--- config.mk ---
export PLATFORM = sky130hd
export DESIGN_NAME = da_serial_ctrl
export DESIGN_NICKNAME = d
export VERILOG_FILES = /design/src/rtl/da_serial_ctrl.sv
export SDC_FILE = /design/constraint.sdc
export NUM_CORES = 1
export LEC_CHECK = 0
export CORE_AREA = 2 2 39 41
export CTS_CLUSTER_DIAMETER = 80
export DETAILED_ROUTE_END_ITERATION = 16
export DIE_AREA = 0 0 41 43
export PLACE_DENSITY = 0.68
export SLEW_MARGIN = 20
export SYNTH_ARGS = -nofsm -noshare
export SYNTH_HDL_FRONTEND = slang
export SYNTH_SLANG_ARGS = --single-unit
--- constraint.sdc ---
create_clock -name clk -period 2.9 [get_ports clk]
set_input_delay 0.435 -clock clk [delete_from_list [all_inputs] [get_ports clk]]
set_output_delay 0.435 -clock clk [all_outputs]
set_load 0.02 [all_outputs]
--- src/rtl/da_serial_ctrl.sv ---
// Sequencer for the bit-serial distributed-arithmetic filter: loads a sample into
// the tap shift registers, steps DATA_W serial cycles, then holds the result for handoff.
module da_serial_ctrl #(
    parameter int DATA_W = 20,
    parameter int CNT_W  = 5
) (
    input  logic             clk,
    input  logic             rst,
    input  logic             in_valid,
    output logic             in_ready,
    output logic             sr_we,
    output logic             sr_en,
    output logic             acc_clr,
    output logic             acc_en,
    output logic             acc_sub,
    output logic [CNT_W-1:0] bit_idx,
    output logic             busy,
    output logic             out_valid,
    input  logic             out_ready
);

    typedef enum logic [1:0] {
        IDLE  = 2'd0,
        SHIFT = 2'd1,
        DONE  = 2'd2
    } state_t;

    localparam logic [CNT_W-1:0] LAST_IDX = CNT_W'(DATA_W - 1);

    state_t           r_state;
    state_t           w_stateNext;
    logic [CNT_W-1:0] r_bitIdx;
    logic [CNT_W-1:0] w_bitIdxNext;
    logic             w_accept;
    logic             w_lastBit;

    always_ff @(posedge clk) begin
        if (rst) begin
            r_state  <= IDLE;
            r_bitIdx <= '0;
        end else begin
            r_state  <= w_stateNext;
            r_bitIdx <= w_bitIdxNext;
        end
    end

    // Outputs are forced low during reset so nothing downstream sees a stray strobe.
    always_comb begin
        w_stateNext  = r_state;
        w_bitIdxNext = r_bitIdx;
        in_ready     = 1'b0;
        sr_en        = 1'b0;
        acc_en       = 1'b0;
        acc_sub      = 1'b0;
        bit_idx      = '0;
        busy         = 1'b0;
        out_valid    = 1'b0;
        w_lastBit    = (r_bitIdx == LAST_IDX);

        if (!rst) begin
            busy = (r_state != IDLE);
            case (r_state)
                IDLE: begin
                    in_ready = 1'b1;
                end
                SHIFT: begin
                    sr_en   = 1'b1;
                    acc_en  = 1'b1;
                    acc_sub = w_lastBit;
                    bit_idx = r_bitIdx;
                end
                DONE: begin
                    out_valid = 1'b1;
                    in_ready  = out_ready;
                end
                default: begin
                    in_ready = 1'b0;
                end
            endcase
        end

        w_accept = in_valid & in_ready;

        case (r_state)
            IDLE: begin
                if (w_accept) begin
                    w_stateNext  = SHIFT;
                    w_bitIdxNext = '0;
                end
            end
            SHIFT: begin
                if (w_lastBit) begin
                    w_stateNext  = DONE;
                    w_bitIdxNext = '0;
                end else begin
                    w_bitIdxNext = r_bitIdx + 1'b1;
                end
            end
            DONE: begin
                // A new sample may be taken in the same cycle the result is consumed.
                if (w_accept) begin
                    w_stateNext  = SHIFT;
                    w_bitIdxNext = '0;
                end else if (out_ready) begin
                    w_stateNext = IDLE;
                end
            end
            default: begin
                w_stateNext  = IDLE;
                w_bitIdxNext = '0;
            end
        endcase
    end

    assign sr_we   = w_accept;
    assign acc_clr = w_accept;

endmodule
# After elaboration in Yosys (flattened, before gate mapping)
# Index checks and enable logic that the tools add are counted.
[word_totals] register_bits=7 out_inout_bits=13
[op_classes] add_sub_neg=1 n_eq_ne=7 mux=19 n_bitwise=1 reduce_logical=4
[ops] op="5-bit two-way mux" count=4
[ops] op="5-bit case mux with 2 select lines" count=1
[ops] op="1-bit two-way mux" count=8
[ops] op="2-bit two-way mux" count=4
[ops] op="2-bit case mux with 3 select lines" count=1
[ops] op="5-bit by 1-bit adder with 5-bit output (second input constant)" count=1
[ops] op="5-bit == test (second input constant)" count=1
[ops] op="2-bit != test (second input constant)" count=2
[ops] op="3-bit != test (second input constant)" count=1
[ops] op="3-bit AND reduction" count=1
[ops] op="2-bit by 1-bit == test with 1-bit output (second input constant)" count=1
[ops] op="2-bit == test (second input constant)" count=1
[ops] op="2-bit zero test" count=1
[ops] op="2-bit by 1-bit != test with 1-bit output (second input constant)" count=1
[ops] op="1-bit case mux with 2 select lines" count=1
[ops] op="2-bit nonzero test" count=1
[ops] op="2-bit OR reduction" count=1
[ops] op="1-bit AND" count=1

# Depth between registers and ports, before layout
[depth] word_depth=6 depth_mapped=5

# Least setup slack after synthesis
# OpenSTA, ideal clock, no wires.
[synth_path] kind="input to output" start="in rst" end="out sr_we" arrival_time_ps=1430 setup_slack_ps=1035 stages=3 path_buffers=2 cell_sequence="clkbuf_1 > nor3_1 > buf_4"
[synth_between] elab_chain_len=2
[synth_lines] element="start: declaration" line="8" source="input logic rst,"
[synth_lines] element="1-bit two-way mux" line="60" source="if (!rst) begin"
[synth_lines] element="1-bit AND" line="82" source="w_accept = in_valid & in_ready;"
[synth_lines] element="end: declaration" line="11" source="output logic sr_we,"
# Every way passes these cells.

# Worst setup path in the final report
[layout_path] start="in rst" end="out bit_idx[3]"
[layout_between] elab_chain_len=1
[layout_lines] element="5-bit two-way mux" line="60"
[layout_lines] element="end: declaration" line="16" source="output logic [CNT_W-1:0] bit_idx,"
# Every way passes these cells.

==> impl_metrics.py <==
metrics = {
    "run_status": {
        "status": "finished clean",
    },
    "synthesis": {
        "synth_fp_nets": 65,
        "synth.top_cell.area_share": 0.278,
        "async_flop_share": 0,
        "yosysSeqAreaShare": 0.278,
        "synth_common_cells": "dfxtp_1, nor2b_1, nand3_1, nor2_1",
        "synth-compound-area-share": 0.146,
        "ys_ff_latch": 7,
        "synth_top_family_by_area": "simple AND/OR/NAND/NOR gates",
        "synth_area_um2": 504,
        "yosysMostFrequentCell": "dfxtp_1",
        "synth_xor_area_frac": 0,
        "synth_warnings": 0,
        "yosysTopAreaCell": "dfxtp_1",
        "synth_flop_cell": "dfxtp_1",
        "synthMuxAreaShare": 0,
        "synth_adder_area_share": 0.0248,
        "ys_types": 29,
        "synth.area.top_cells": "dfxtp_1, nor2b_1, and4bb_2, and2_2, o211ai_1",
        "synth_edf_count": 0,
        "syn_avg_cell_area_um2": 8.40,
        "synthSimpleGateAreaFrac": 0.469,
        "synth_cells": 60,
    },
    "floorplanning": {
        "core_mm2": 0.00138,
        "rows": 14,
        "die_w_um": 41,
        "initial_core_util": 0.364,
        "dieArea_mm2": 0.00176,
        "chipHeight_um": 43,
        "ios": 17,
    },
    "sta": {
        "fin_setup_tns_ns": 0,
        "setup_violations": 0,
        "finalHoldViolations": 0,
        "relSlewSlack": 0.742,
        "worst_slew_pin_slew_ns": 0.387,
        "rsz0062_at_grt": "no",
        "skew_ns": 0.00305,
        "drv_slew": 0,
        "whs_ns": 0.576,
        "min_period_over_period": 0.861,
        "fmax_ghz": 0.400,
        "fin_crit_ns": 2.50,
    },
    "layout": {
        "area_growth_pct": 35.7,
        "drive_gt1_frac": 0.145,
        "nNetsFinal": 82,
        "postLayoutCellArea_um2": 684,
        "antenna_cells": 0,
        "fill_cells": 136,
    },
    "power_and_ir_drop": {
        "power_density_mw_per_mm2": 347,
        "power.leakage_nw": 0.261,
        "power_mw": 0.238,
        "ir_drop_mv": 0.238,
    },
    "grt": {
        "grt_pass1_vias": 399,
        "gr-usage-met1": 0.159,
        "grtUsageMet2": 0.219,
        "grt_pass1_wl_mm": 1.68,
        "antenna_found_initial": 0,
        "grt_most_used_layer": "met2",
        "globalRouteMet3Util": 0.0942,
        "grt_max_degree": 14,
        "track_usage": 0.147,
        "overflow": 0,
    },
    "run": {
        "maxCapViolations": 0,
    },
    "route": {
        "firstDrtPassIters": 5,
        "first_iter_violations": 8,
        "vias_per_cell": 5.38,
        "wl_per_cell_um": 12.0,
        "routed_wl_mm": 1.10,
        "drcViolationCount": 0,
        "ant_nets": 0,
        "dr_total_vias": 495,
    },
    "clock_network": {
        "htreeDepth": 1,
        "ctsHoldBuffers": 0,
        "clk_pin_slew_ns": 0.05,
        "numCtsBuffers": 3,
        "cts_root_buf": "clkbuf_4",
        "insertion_delay_ns": 0.25,
        "cts_tree": "built",
        "numClockSinks": 7,
        "cts_setup_buffers": 0,
        "clock_path_buffers": 2,
        "post_cts_resized": 0,
    },
    "critical_path": {
        "path_class": "primary input to output pin",
        "worstSetupEndpointType": "output pin",
        "slowest_stage": "clkdlybuf4s50_1",
        "startpoint_type": "primary input",
        "crit_fanout": 11,
        "critical-path-top-delay-family": "buffers and inverters",
        "timing.critical_path.arrival_ns": 2.06,
        "slowest_delay_ns": 0.60,
        "cp.depth": 4,
        "crit_chain": "clkdlybuf4s50_1 -> nor3b_4 -> and2_1 -> clkdlybuf4s50_1",
        "worst_ep_required_time_ns": 2.47,
        "crit_buf_inv": 2,
        "cp_common_cell": "clkdlybuf4s50_1",
        "ff2ff_path_depth": 3,
    },
    "placement": {
        "placed_cell_area_um2": 658,
        "hpwl_um": 786,
        "io_buffers": 16,
        "globalplace.congestion": 0.738,
    },
    "worst_hold_path": {
        "holdPathStages": 2,
        "min_path_type": "register to register",
    },
}
cell usage in the layout, fill, tap and decap left out, types with 2 or more instances in the layout:
cell,instances
clkdlybuf4s50_1,16
nor3b_1,2
dfxtp_1,7
nand2_1,2
nand3_1,4
o21ai_0,2
and4bb_2,2
clkbuf_4,3
nor2_1,4
o211ai_1,3
inv_1,2
nand2b_1,2
nor3_1,2
and2_2,3
and2_1,3
nor2b_1,5
report_power, final:
part / internal [mW] / total [mW] / switching [mW]
Sequential: 0.0990 / 0.104 / 0.00540
Combinational: 0.0219 / 0.0423 / 0.0204
Clock: 0.0527 / 0.0909 / 0.0383
sequential cells by signal, summed over array words and instances (netlist names):
| signal | cells |
|---|---|
| r_state | 2 |
| r_bitIdx | 5 |
cell families after synthesis:
kind of cell / after synthesis
compound gates: 10
fa+ha+maj: 1
flops: 7
buf+inv: 7
simple gates: 35
per-layer routing:
metal / wire length (um) / part of all wire / up-vias
li1: - / - / 248
met1: 471 / 0.43 / 232
met2: 552 / 0.50 / 13
met3: 66 / 0.060 / 2
met4: 12 / 0.011 / 0
met5: 0 / 0 / -
stage by stage:
step                 util  worst slack [ns]  cells
floorplan               -              1.04     60
global placement    0.476             0.389     88
detailed placement  0.476             0.393     88
CTS                 0.495             0.389     92
global route        0.495             0.288     92
finish              0.495             0.403     92
area by class of cell:
class / instances / area, um^2 / area share
inverters: 2 / 7.51 / 0.0110
multi-input cells: 46 / 323 / 0.472
flip-flops and latches: 7 / 140 / 0.205
repair buffers: 17 / 168 / 0.245
clock buffers: 4 / 26.3 / 0.0384
well taps: 16 / 20.0 / 0.0293
worst reg2reg max path, cell delays in order (launching register included):
cell and delay, ns:
dfxtp_1 0.55, nor3b_4 0.42, or4b_1 0.47, nand3_1 0.08
worst paths after layout:
check              startpoint           to  slack, ns
setup / recovery          rst   bit_idx[3]       0.40
hold / removal    r_bitIdx[2]  r_bitIdx[2]       0.58
setup reg to reg   r_state[0]  r_bitIdx[2]       1.32
hold reg to reg   r_bitIdx[2]  r_bitIdx[2]       0.58
Power figures use the tool's default switching activity.
